--- config.mk ---
export PLATFORM = sky130hd
export DESIGN_NAME = write_buffer
export DESIGN_NICKNAME = d
export VERILOG_FILES = /design/src/rtl/wb_pkg.sv /design/src/rtl/wb_fifo.sv /design/src/rtl/write_buffer.sv
export SDC_FILE = /design/constraint.sdc
export NUM_CORES = 1
export LEC_CHECK = 0
export ABC_AREA = 1
export BUFFER_PORTS_ARGS = -buffer_cell sky130_fd_sc_hd__buf_2
export CAP_MARGIN = 20
export CORE_ASPECT_RATIO = 0.8
export CORE_MARGIN = 4
export CORE_UTILIZATION = 60
export DETAILED_ROUTE_END_ITERATION = 12
export HOLD_SLACK_MARGIN = 0.1
export PLACE_DENSITY_LB_ADDON = 0.05
export SETUP_SLACK_MARGIN = 0.2
export SKIP_CTS_REPAIR_TIMING = 1
export SLEW_MARGIN = 20
export SYNTH_ARGS = -nofsm -noshare
export SYNTH_HDL_FRONTEND = slang
export SYNTH_HIERARCHICAL = 1
export SYNTH_SLANG_ARGS = --single-unit
--- constraint.sdc ---
create_clock -name clk -period 6.3 [get_ports clk]
set_input_delay 0.945 -clock clk [delete_from_list [all_inputs] [get_ports clk]]
set_output_delay 0.945 -clock clk [all_outputs]
set_load 0.1 [all_outputs]
--- src/rtl/wb_pkg.sv ---
// Shared types and default sizing for the write buffer.
package wb_pkg;
    localparam int DEPTH_DEF = 4;
    localparam int AW_DEF    = 32;
    localparam int DW_DEF    = 32;

    typedef enum logic [1:0] {
        IDLE,
        DRAIN,
        READ,
        RESP
    } state_e;
endpackage

--- src/rtl/wb_fifo.sv ---
// Circular FIFO holding buffered {addr, data} write entries.
module wb_fifo #(
    parameter int DEPTH = 4,
    parameter int W     = 64
) (
    input  logic                         clk,
    input  logic                         reset,
    input  logic                         push,
    input  logic                         pop,
    input  logic [W-1:0]                 din,
    output logic                         full,
    output logic                         empty,
    output logic [$clog2(DEPTH+1)-1:0]   count,
    output logic [W-1:0]                 head
);
    localparam int PW = $clog2(DEPTH);
    localparam int CW = $clog2(DEPTH+1);

    logic [W-1:0]  mem_q [DEPTH];
    logic [W-1:0]  mem_d [DEPTH];
    logic [PW-1:0] wr_ptr_q, wr_ptr_d;
    logic [PW-1:0] rd_ptr_q, rd_ptr_d;
    logic [CW-1:0] count_q, count_d;
    logic          push_ok, pop_ok;

    assign full    = (count_q == CW'(DEPTH));
    assign empty   = (count_q == '0);
    assign count   = count_q;
    assign head    = mem_q[rd_ptr_q];
    assign push_ok = push && !full;
    assign pop_ok  = pop && !empty;

    // DEPTH is a power of two, so pointers wrap by natural overflow.
    always_comb begin
        mem_d    = mem_q;
        wr_ptr_d = wr_ptr_q;
        rd_ptr_d = rd_ptr_q;
        count_d  = count_q;
        if (push_ok) begin
            mem_d[wr_ptr_q] = din;
            wr_ptr_d        = wr_ptr_q + PW'(1);
        end
        if (pop_ok) begin
            rd_ptr_d = rd_ptr_q + PW'(1);
        end
        case ({push_ok, pop_ok})
            2'b10:   count_d = count_q + CW'(1);
            2'b01:   count_d = count_q - CW'(1);
            default: count_d = count_q;
        endcase
    end

    always_ff @(posedge clk) begin
        if (reset) begin
            wr_ptr_q <= '0;
            rd_ptr_q <= '0;
            count_q  <= '0;
        end else begin
            wr_ptr_q <= wr_ptr_d;
            rd_ptr_q <= rd_ptr_d;
            count_q  <= count_d;
        end
    end

    always_ff @(posedge clk) begin
        mem_q <= mem_d;
    end
endmodule

--- src/rtl/write_buffer.sv ---
// Write-through buffer between cache and memory; reads wait for buffered writes to drain.
module write_buffer
    import wb_pkg::*;
#(
    parameter int DEPTH = DEPTH_DEF,
    parameter int AW    = AW_DEF,
    parameter int DW    = DW_DEF
) (
    input  logic          clk,
    input  logic          reset,
    input  logic [AW-1:0] c_addr,
    input  logic [DW-1:0] c_wdata,
    input  logic          c_rd,
    input  logic          c_wr,
    output logic [DW-1:0] c_rdata,
    output logic          c_stall,
    output logic [AW-1:0] m_addr,
    output logic [DW-1:0] m_wdata,
    output logic          m_req,
    output logic          m_we,
    input  logic          m_ready,
    input  logic [DW-1:0] m_rdata
);
    localparam int CW = $clog2(DEPTH+1);

    state_e        state_q, state_d;
    logic [DW-1:0] rdata_q, rdata_d;
    logic          wr_done_q, wr_done_d;
    logic          push, pop, full, empty;
    logic [CW-1:0] count;
    logic [AW-1:0] head_addr;
    logic [DW-1:0] head_data;

    // A write paired with a stalled read is taken once; the cache keeps
    // c_wr high until the stall clears, so later cycles must not re-enqueue it.
    assign push      = c_wr && !full && !wr_done_q;
    assign c_stall   = (c_rd && (state_q != RESP)) || (c_wr && full && !wr_done_q);
    assign wr_done_d = c_stall ? (wr_done_q || push) : 1'b0;
    assign c_rdata   = rdata_q;

    wb_fifo #(
        .DEPTH (DEPTH),
        .W     (AW + DW)
    ) u_fifo (
        .clk   (clk),
        .reset (reset),
        .push  (push),
        .pop   (pop),
        .din   ({c_addr, c_wdata}),
        .full  (full),
        .empty (empty),
        .count (count),
        .head  ({head_addr, head_data})
    );

    always_comb begin
        state_d = state_q;
        rdata_d = rdata_q;
        pop     = 1'b0;
        m_req   = 1'b0;
        m_we    = 1'b0;
        m_addr  = '0;
        m_wdata = '0;
        case (state_q)
            IDLE: begin
                // An entry landing this edge starts draining right away.
                if (!empty || push) begin
                    state_d = DRAIN;
                end else if (c_rd) begin
                    state_d = READ;
                end
            end
            DRAIN: begin
                m_req   = 1'b1;
                m_we    = 1'b1;
                m_addr  = head_addr;
                m_wdata = head_data;
                if (m_ready) begin
                    pop = 1'b1;
                    if (count == CW'(1) && !push) begin
                        state_d = IDLE;
                    end
                end
            end
            READ: begin
                m_req  = 1'b1;
                m_addr = c_addr;
                if (m_ready) begin
                    rdata_d = m_rdata;
                    state_d = RESP;
                end
            end
            RESP: begin
                state_d = IDLE;
            end
            default: begin
                state_d = IDLE;
            end
        endcase
    end

    always_ff @(posedge clk) begin
        if (reset) begin
            state_q   <= IDLE;
            rdata_q   <= '0;
            wr_done_q <= 1'b0;
        end else begin
            state_q   <= state_d;
            rdata_q   <= rdata_d;
            wr_done_q <= wr_done_d;
        end
    end
endmodule

# ---- Yosys cells after proc, flatten, opt, wreduce, memory -nomap -nowiden
# Cells that the tools add are included.
dict set report op_classes {
  addsub 4
  order_cmp 3
  eq_ne 12
  muxes 19
  n_bitwise 3
  n_reduce_logical 23
}
# op count
set op_table {}
lappend op_table {{bitwise mux 256 bit} 1}
lappend op_table {{two-way mux 64 bit} 3}
lappend op_table {{binary-select mux 64 bit (select 2 bit)} 1}
lappend op_table {{demux 64 bit (select 2 bit)} 1}
lappend op_table {{one-hot mux 32 bit (2 select lines)} 1}
lappend op_table {{two-way mux 32 bit} 1}
lappend op_table {{two-way mux 2 bit} 5}
lappend op_table {{logical AND 1 bit} 9}
lappend op_table {{!= test 2 bit, second input constant} 4}
lappend op_table {{one-hot mux 2 bit (4 select lines)} 1}
lappend op_table {{equality test 2 bit, second input constant} 3}
lappend op_table {{greater-or-equal comparator 3 bit, second input constant} 2}
lappend op_table {{inverter 2 -> 3 bit} 2}
lappend op_table {{one-hot mux 3 bit (2 select lines)} 1}
lappend op_table {{adder 2 x 1 -> 2 bit, second input constant} 2}
lappend op_table {{equality test 2 x 1 -> 1 bit, second input constant} 2}
lappend op_table {{logical NOT 1 bit} 4}
lappend op_table {{two-way mux 1 bit} 4}
lappend op_table {{AND reduction 4 bit} 1}
lappend op_table {{OR reduction 2 bit} 2}
lappend op_table {{adder 3 x 1 -> 3 bit, second input constant} 1}
lappend op_table {{equality test 3 x 1 -> 1 bit, second input constant} 1}
lappend op_table {{equality test 3 bit, second input constant} 1}
lappend op_table {{logical NOT 3 bit} 1}
lappend op_table {{other kinds (8)} 10}
dict set report word_totals {
  reg_bits 298
  in_bits 101
  out_inout_bits 99
  wordCells 74
}

# ---- Depth between registers and ports, before layout
# Gate-level depths: netlist of the first run.
dict set report depth {
  ltp_word 9
  mapped_depth 17
}

# ---- Cells and area by module
# Netlist of the first run, hierarchy kept.
# module n_inst cells_per_inst area_per_inst_um2 seq_area_each_um2
set by_module_without_submodules {}
lappend by_module_without_submodules {wb_fifo 1 685 9913.3 7827.5}
lappend by_module_without_submodules {write_buffer 1 360 2089.5 700.7}

# ---- Worst setup path after synthesis of the first run
# No wires, ideal clock.
dict set report synth_timing {
  kind {input port to flip-flop}
  startpoint {input port c_wr}
  endpoint {register u_fifo/mem_q[0] (netlist bit), enable pin}
  arrival_ns 3.972
  t_required_ns 5.813
  slack_ns 1.842
  path_stages 4
  n_path_buf 0
  path_cell_list {nand3_2 > inv_1 > nand2_1 > nor2_1}
}
dict set report synth_via {
  elab_chain_cells 3
}
# element line_no
set synth_lines {}
lappend synth_lines {{from (decl)} write_buffer.sv:14} ;# input logic c_wr,
lappend synth_lines {{logical AND 1 bit (2 in a row)} write_buffer.sv:36} ;# assign push = c_wr && !full && !wr_done_q;
lappend synth_lines {{net push} write_buffer.sv:29} ;# logic push, pop, full, empty;
lappend synth_lines {{logical AND 1 bit} wb_fifo.sv:30} ;# assign push_ok = push && !full;
lappend synth_lines {{to (signal assigned)} wb_fifo.sv:66} ;# mem_q <= mem_d;
lappend synth_lines {{to (decl)} wb_fifo.sv:19} ;# logic [W-1:0] mem_q [DEPTH];
# The timed path passes the listed nets, and every way through them passes these cells.
# A chain may end at the register's enable or synchronous reset.

# ---- Final worst setup path of the first run
dict set report layout_timing {
  startpoint {register u_fifo.rd_ptr_q[0]}
  endpoint {output port m_addr[24]}
}
dict set report layout_via {
  elab_chain_cells 5
}
# element line_no
set layout_lines {}
lappend layout_lines {{from (decl)} wb_fifo.sv:22} ;# logic [PW-1:0] rd_ptr_q, rd_ptr_d;
lappend layout_lines {{from (signal assigned)} wb_fifo.sv:60} ;# rd_ptr_q <= rd_ptr_d;
lappend layout_lines {{inverter 2 -> 3 bit (not written as such)} wb_fifo.sv:29} ;# assign head = mem_q[rd_ptr_q];
lappend layout_lines {{binary-select mux 64 bit (select 2 bit)} wb_fifo.sv:29}
lappend layout_lines {{two-way mux 64 bit (not written as such) (2 in a row)} wb_fifo.sv:29}
lappend layout_lines {{net head_addr[24]} write_buffer.sv:31} ;# logic [AW-1:0] head_addr;
lappend layout_lines {{one-hot mux 32 bit (2 select lines)} write_buffer.sv:64} ;# case (state_q)
lappend layout_lines {{to (decl)} write_buffer.sv:17} ;# output logic [AW-1:0] m_addr,
# The timed path passes the listed nets, and every way through them passes these cells. The select of a mux whose other input is x is not followed.

==> results.cfg, run 1 <==
[cts]
cts.htree.levels = 1
cts-root-buf = clkbuf_16
cts_tree = done
cts.sinks = 298
clockBufferDepth = 3
clk_pin_slew_ns = 0.06
clock_latency_ns = 0.53
cts_buffers = 28

[final_layout]
finalInstanceArea_sq_um = 13990
final_core_util = 0.7247
drive_gt1_frac = 0.2118
nFillCells = 1396
fin_nets = 1331
area_growth_pct = 16.60
antenna_cells = 0
mostFrequentLayoutCell = edfxtp_1
final_cell_mix = 256 x edfxtp_1, 202 x nor2_1, 199 x buf_2

[worst_setup_path]
path_max_fanout = 96
cp-start-kind = flop
path_delay_family = buffers and inverters
worstSetupPathType = flop to primary output
critPathLaunch = u_fifo/rd_ptr_q[0]
critPathBufInv = 3
endpoint_kind = primary output
crit_arrival_ns = 3.45
cp_slowest_stage_delay_ns = 0.81
cp.required_ns = 5.35
rrSetupSlack_ns = 3.09
slowest_stage = inv_4
reg2regPathDepth = 9
r2r-end = u_fifo/mem_q[59]
worstPathCellList = inv_4 -> buf_4 -> o21ai_0 -> o22ai_1 -> nand2_1 -> a21oi_1 -> buf_2
r2r_start = u_fifo/count[1]

[timing]
final-hold-violation-count = 0
setup_viol = 0
max_freq_mhz = 227.4
max_slew_margin = 0.2900
rsz0062_at_grt = no
finClkSkew_ns = 0.007451
fin_crit_sh = 0.6980
finalCriticalPeriod_ns = 4.397
tns_ns = 0
finalWorstSetupSlack_ns = 1.903
drv_slew = 0
tightest_slew_ns = 1.063

[floorplanning]
io_pins = 200
die_w_um = 166.1
fp.dieH_um = 134.5
core-area_sq_um = 19310
start_util = 0.6215
die_area_sq_um = 22350
rows = 45

[logic_synthesis]
synth_flop_cell = edfxtp_1
syn_area_sq_um = 12000
avgSynthCellArea_sq_um = 11.49
yosys_warnings = 6
synth_nets = 1156
synth_seq_cells = 298
synthCells = 1045
async_flop_share = 0
synth.distinct_cells = 26
seq_area_frac_synth = 0.7105
synth_edf_count = 256

[drt]
drt_iter0_drc = 628
avgViaCountPerCell = 5.554
wl_per_cell_um = 17.42
drtPass1Iterations = 5
postRouteAntennaNets = 0
vias = 8331
routed_wirelength_um = 26130
drc_errors = 0

[hold_path]
hold_class = flop to flop
whs_path_depth = 2
hold_path_startpoint = c_rdata[18]
min_to = c_rdata[18]

[global_routing]
grt_usage = 0.2257
grt_max_degree = 97
grt_pass1_wl_um = 41270
grt_pass1_vias = 7923
grt_overflow_total = 0
antenna_found_initial = 1

[placed_design]
hpwl_um = 15040
dpl_cell_area_sq_um = 13070
numPortBuffers = 199
pre_cts_ws_ns = 2.439
place.gp.congestion = 0.7787

[pwr]
totalPowerFinal_mw = 6.409
p_per_area_nw_per_um2 = 457.9
irDropWorstVdd_mv = 0.3503
p_leak_nw = 5.531

[outcome]
outcome = completed

[run]
maxCapViolations = 0
synth_stat cells (10+ instances only):
master | n | area share
buf_6 | 10 | 0.0094
nand2_1 | 122 | 0.038
a21oi_1 | 41 | 0.017
clkbuf_1 | 26 | 0.0081
o22ai_1 | 64 | 0.033
nor2_1 | 206 | 0.064
o21ai_0 | 116 | 0.048
o21ai_1 | 46 | 0.019
inv_1 | 60 | 0.019
edfxtp_1 | 256 | 0.64
buf_2 | 16 | 0.0067
dfxtp_1 | 42 | 0.070
how the worst max path moves through the flow:
stage | endpoint | slack (ns) | cells past startpoint
floorplan | u_fifo/mem_q[0] | 1.84 | 4
global placement | m_addr[31] | 2.48 | 7
detailed placement | m_addr[24] | 2.44 | 7
CTS | m_addr[24] | 1.90 | 7
global route | m_addr[24] | 1.56 | 7
finish | m_addr[24] | 1.90 | 7
power by group:
group / internal, mW / total (mW) / switching (mW) / leakage (nW)
sequential: 2.32 / 2.39 / 0.0694 / 2.69
clock: 0.997 / 1.68 / 0.681 / 0.454
combinational: 0.361 / 2.34 / 1.98 / 2.39
routing by layer:
metal | global-route usage | routed length, um
met5 | 0 | 12
met4 | 0.03802 | 307
met3 | 0.04126 | 1823
met1 | 0.3320 | 11490
met2 | 0.3658 | 12500
worst reg2reg max path, stage by stage (launching register included):
cell	delay (ns)
dfxtp_1	0.38
nor2_1	0.08
nand2_1	0.15
inv_1	0.08
clkinv_1	0.07
nand3_2	0.12
inv_1	0.13
nand2_1	0.30
nor2_4	0.91
buf_4	0.62
metrics by stage:
step / hold WS (ns) / instances
6_report: 0.4737 / 1500
5_1_grt: 0.5082 / 1500
4_1_cts: 0.4794 / 1500
3_3_place_gp: 0.4567 / 1448
3_5_place_dp: 0.4649 / 1448
2_1_floorplan: 0.4680 / 1045
state kept, by name (all words and copies together) (netlist names):
register and count:
c_rdata 32, state_q 2, u_fifo/count 3, u_fifo/mem_q 256, u_fifo/rd_ptr_q 2, u_fifo/wr_ptr_q 2
wr_done_q 1
final cells by class:
| class | instances | area, sq um | share of cell area |
|---|---|---|---|
| Inverter | 65 | 246.5 | 0.01761 |
| Clock inverter | 14 | 140.1 | 0.01001 |
| Tap cell | 258 | 322.8 | 0.02307 |
| Multi-Input combinational cell | 617 | 2884 | 0.2061 |
| Sequential cell | 298 | 8533 | 0.6097 |
| Timing Repair Buffer | 210 | 1079 | 0.07707 |
| Clock buffer | 38 | 789.5 | 0.05641 |
kinds of logic (layout without fill, tap and decap cells):
| group | count (synthesis) | in the layout | share of synthesized area |
|---|---|---|---|
| AO/OA/AOI/OAI | 269 | 269 | 0.1193 |
| adder cells (fa/ha/maj) | 10 | 10 | 0.01105 |
| buffers and inverters | 130 | 327 | 0.05191 |
| flip-flops | 298 | 298 | 0.7105 |
| AND/OR/NAND/NOR | 338 | 338 | 0.1073 |
Note: power is estimated with default switching activity, not from simulation.
==> run 2: changes to the inputs <==
--- a/config.mk
+++ b/config.mk
@@ -5,12 +5,12 @@
 export SDC_FILE = /design/constraint.sdc
 export NUM_CORES = 1
 export LEC_CHECK = 0
-export ABC_AREA = 1
+export ABC_AREA = 0
 export BUFFER_PORTS_ARGS = -buffer_cell sky130_fd_sc_hd__buf_2
 export CAP_MARGIN = 20
 export CORE_ASPECT_RATIO = 0.8
 export CORE_MARGIN = 4
-export CORE_UTILIZATION = 60
+export CORE_UTILIZATION = 56
 export DETAILED_ROUTE_END_ITERATION = 12
 export HOLD_SLACK_MARGIN = 0.1
 export PLACE_DENSITY_LB_ADDON = 0.05
==> constraint.sdc (replaced) <==
create_clock -name clk -period 4.3 [get_ports clk]
set_input_delay 0.645 -clock clk [delete_from_list [all_inputs] [get_ports clk]]
set_output_delay 0.645 -clock clk [all_outputs]
set_load 0.1 [all_outputs]
==> results.cfg, run 2 <==
[outcome]
outcome = completed

[cts]
cts.sinks = 298
cts_tree = done
cts.htree.levels = 1
clock_latency_ns = 0.53
cts-root-buf = clkbuf_16
clk_pin_slew_ns = 0.06
clockBufferDepth = 3
cts_buffers = 28

[logic_synthesis]
synthCells = 666
synthTopCellsByArea = edfxtp_1 65%, mux4_2 12%, dfxtp_1 7.2%, nand2_1 2.1%, a22oi_1 2.0%
async_flop_share = 0
synth_flop_cell = edfxtp_1
synth_top_area_frac = 0.6545
avgSynthCellArea_sq_um = 17.64
yosys_warnings = 6
synth_nets = 777
synth.distinct_cells = 38
ys_top_cells_by_count = 256 x edfxtp_1, 67 x nand2_1, 64 x mux4_2
synth.most_common_cell = edfxtp_1
syn_area_sq_um = 11750
synth_area_leader_cell = edfxtp_1
synth_edf_count = 256
seq_area_frac_synth = 0.7260
synth_seq_cells = 298

[global_routing]
antenna_found_initial = 1
grt_usage = 0.2028
grt_max_degree = 67
grt_overflow_total = 0
grt_pass1_wl_um = 37160
grt_pass1_vias = 6906

[worst_setup_path]
r2r_start = state_q[1]
endpoint_kind = primary output
cp_slowest_stage_delay_ns = 0.69
path_max_fanout = 25
crit_arrival_ns = 2.67
critPathLaunch = u_fifo/rd_ptr_q[0]
cp-start-kind = flop
worstSetupPathType = flop to primary output
worstPathCellList = buf_4 -> mux4_2 -> a22oi_1 -> nor2b_1 -> buf_2
reg2regPathDepth = 11
cp.required_ns = 3.65
r2r-end = u_fifo/count[2]
rrSetupSlack_ns = 1.45
slowest_stage = dfxtp_4
cp-endpoint = m_addr[30]

[drt]
avgViaCountPerCell = 5.677
routed_wirelength_um = 23630
drc_errors = 0
drtPass1Iterations = 5
postRouteAntennaNets = 0
drt_iter0_drc = 601
vias = 6523
wl_per_cell_um = 20.56

[final_layout]
antenna_cells = 0
largest_reg_flops = 256
final_cell_mix = 256 x edfxtp_1, 199 x buf_2, 67 x nand2_1
area_growth_pct = 17.63
nFillCells = 1399
fin_nets = 972
drive_gt1_frac = 0.3625
finalInstanceArea_sq_um = 13820
regMostFlops = u_fifo/mem_q
mostFrequentLayoutCell = edfxtp_1

[timing]
final-hold-violation-count = 0
max_slew_margin = 0.3076
drv_slew = 0
setup_viol = 0
whs_ns = 0.3317
max_freq_mhz = 301.3
finalWorstSetupSlack_ns = 0.9813
rsz0062_at_grt = no
tns_ns = 0
finClkSkew_ns = 0.01133
tightest_slew_ns = 1.039
fin_crit_sh = 0.7718
finalCriticalPeriod_ns = 3.319

[placed_design]
place.gp.congestion = 0.7145
dpl_cell_area_sq_um = 12960
numPortBuffers = 199
pre_cts_ws_ns = 1.397
hpwl_um = 14190

[floorplanning]
io_pins = 200
die_area_sq_um = 23370
fp.dieH_um = 137.5
die_w_um = 169.9
core-area_sq_um = 20640
rows = 47
start_util = 0.5691

[pwr]
p_leak_nw = 4.877
totalPowerFinal_mw = 8.421
p_per_area_nw_per_um2 = 609.5
irDropWorstVdd_mv = 0.4502

[hold_path]
hold_path_startpoint = c_wdata[24]
hold_class = input pin to flop

[run]
maxCapViolations = 0
[run 2: through the flow]
step / util / cells
global route: 0.6694 / 1149
finish: 0.6694 / 1149
CTS: 0.6693 / 1149
floorplan: - / 666
detailed placement: 0.6278 / 1100
global placement: 0.6278 / 1100
[run 2: critical path: cells and delay by family (launching register included)]
kind            cells  cell delay (ns)
flops               1             0.69
buf+inv             2             0.67
mux                 1             0.53
compound gates      1             0.17
simple gates        1             0.08
[run 2: logic make-up (layout without fill, tap and decap cells)]
family,count (synthesis),after routing,share of synthesized area
muxes,65,65,0.1236
xor gates and xnor gates,3,3,0.002237
and+or+nand+nor,156,156,0.06934
buffers and inverters,52,266,0.02162
adders and majority gates,10,10,0.01129
AOI/OAI and AO/OA,82,82,0.04591
DFF,298,298,0.7260
[run 2: report_power, final]
part	internal [mW]	switching, mW	total (mW)
logic	0.594	2.09	2.68
registers	3.35	0.0816	3.43
clock network	1.34	0.964	2.31
total	5.29	3.13	8.42
[run 2: worst min path at each step]
stage                    endpoint  slack (ns)  cells past startpoint
2_1_floorplan  u_fifo/wr_ptr_q[1]        0.48                      2
3_3_place_gp          c_rdata[16]        0.44                      2
3_5_place_dp           c_rdata[0]        0.44                      2
4_1_cts          u_fifo/mem_q[88]        0.31                      1
5_1_grt          u_fifo/mem_q[91]        0.30                      1
6_report         u_fifo/mem_q[88]        0.33                      1
[run 2: layer usage]
| metal | up-vias | global-route usage | wire [um] |
|---|---|---|---|
| li1 | 2953 | - | - |
| met4 | 2 | 0.04080 | 390 |
| met3 | 30 | 0.04045 | 1464 |
| met5 | - | 0 | 8 |
| met1 | 3333 | 0.2804 | 9954 |
| met2 | 205 | 0.3438 | 11810 |
[run 2: area by class of cell]
type | count | area, sq um | share of cell area
inverter | 13 | 48.80 | 0.003532
sequential | 298 | 8536 | 0.6178
clock buffer | 37 | 755.7 | 0.05470
timing repair buffer | 204 | 1059 | 0.07661
multi-input combinational | 316 | 2980 | 0.2157
clock inverter | 12 | 101.3 | 0.007335
tap | 269 | 336.6 | 0.02436
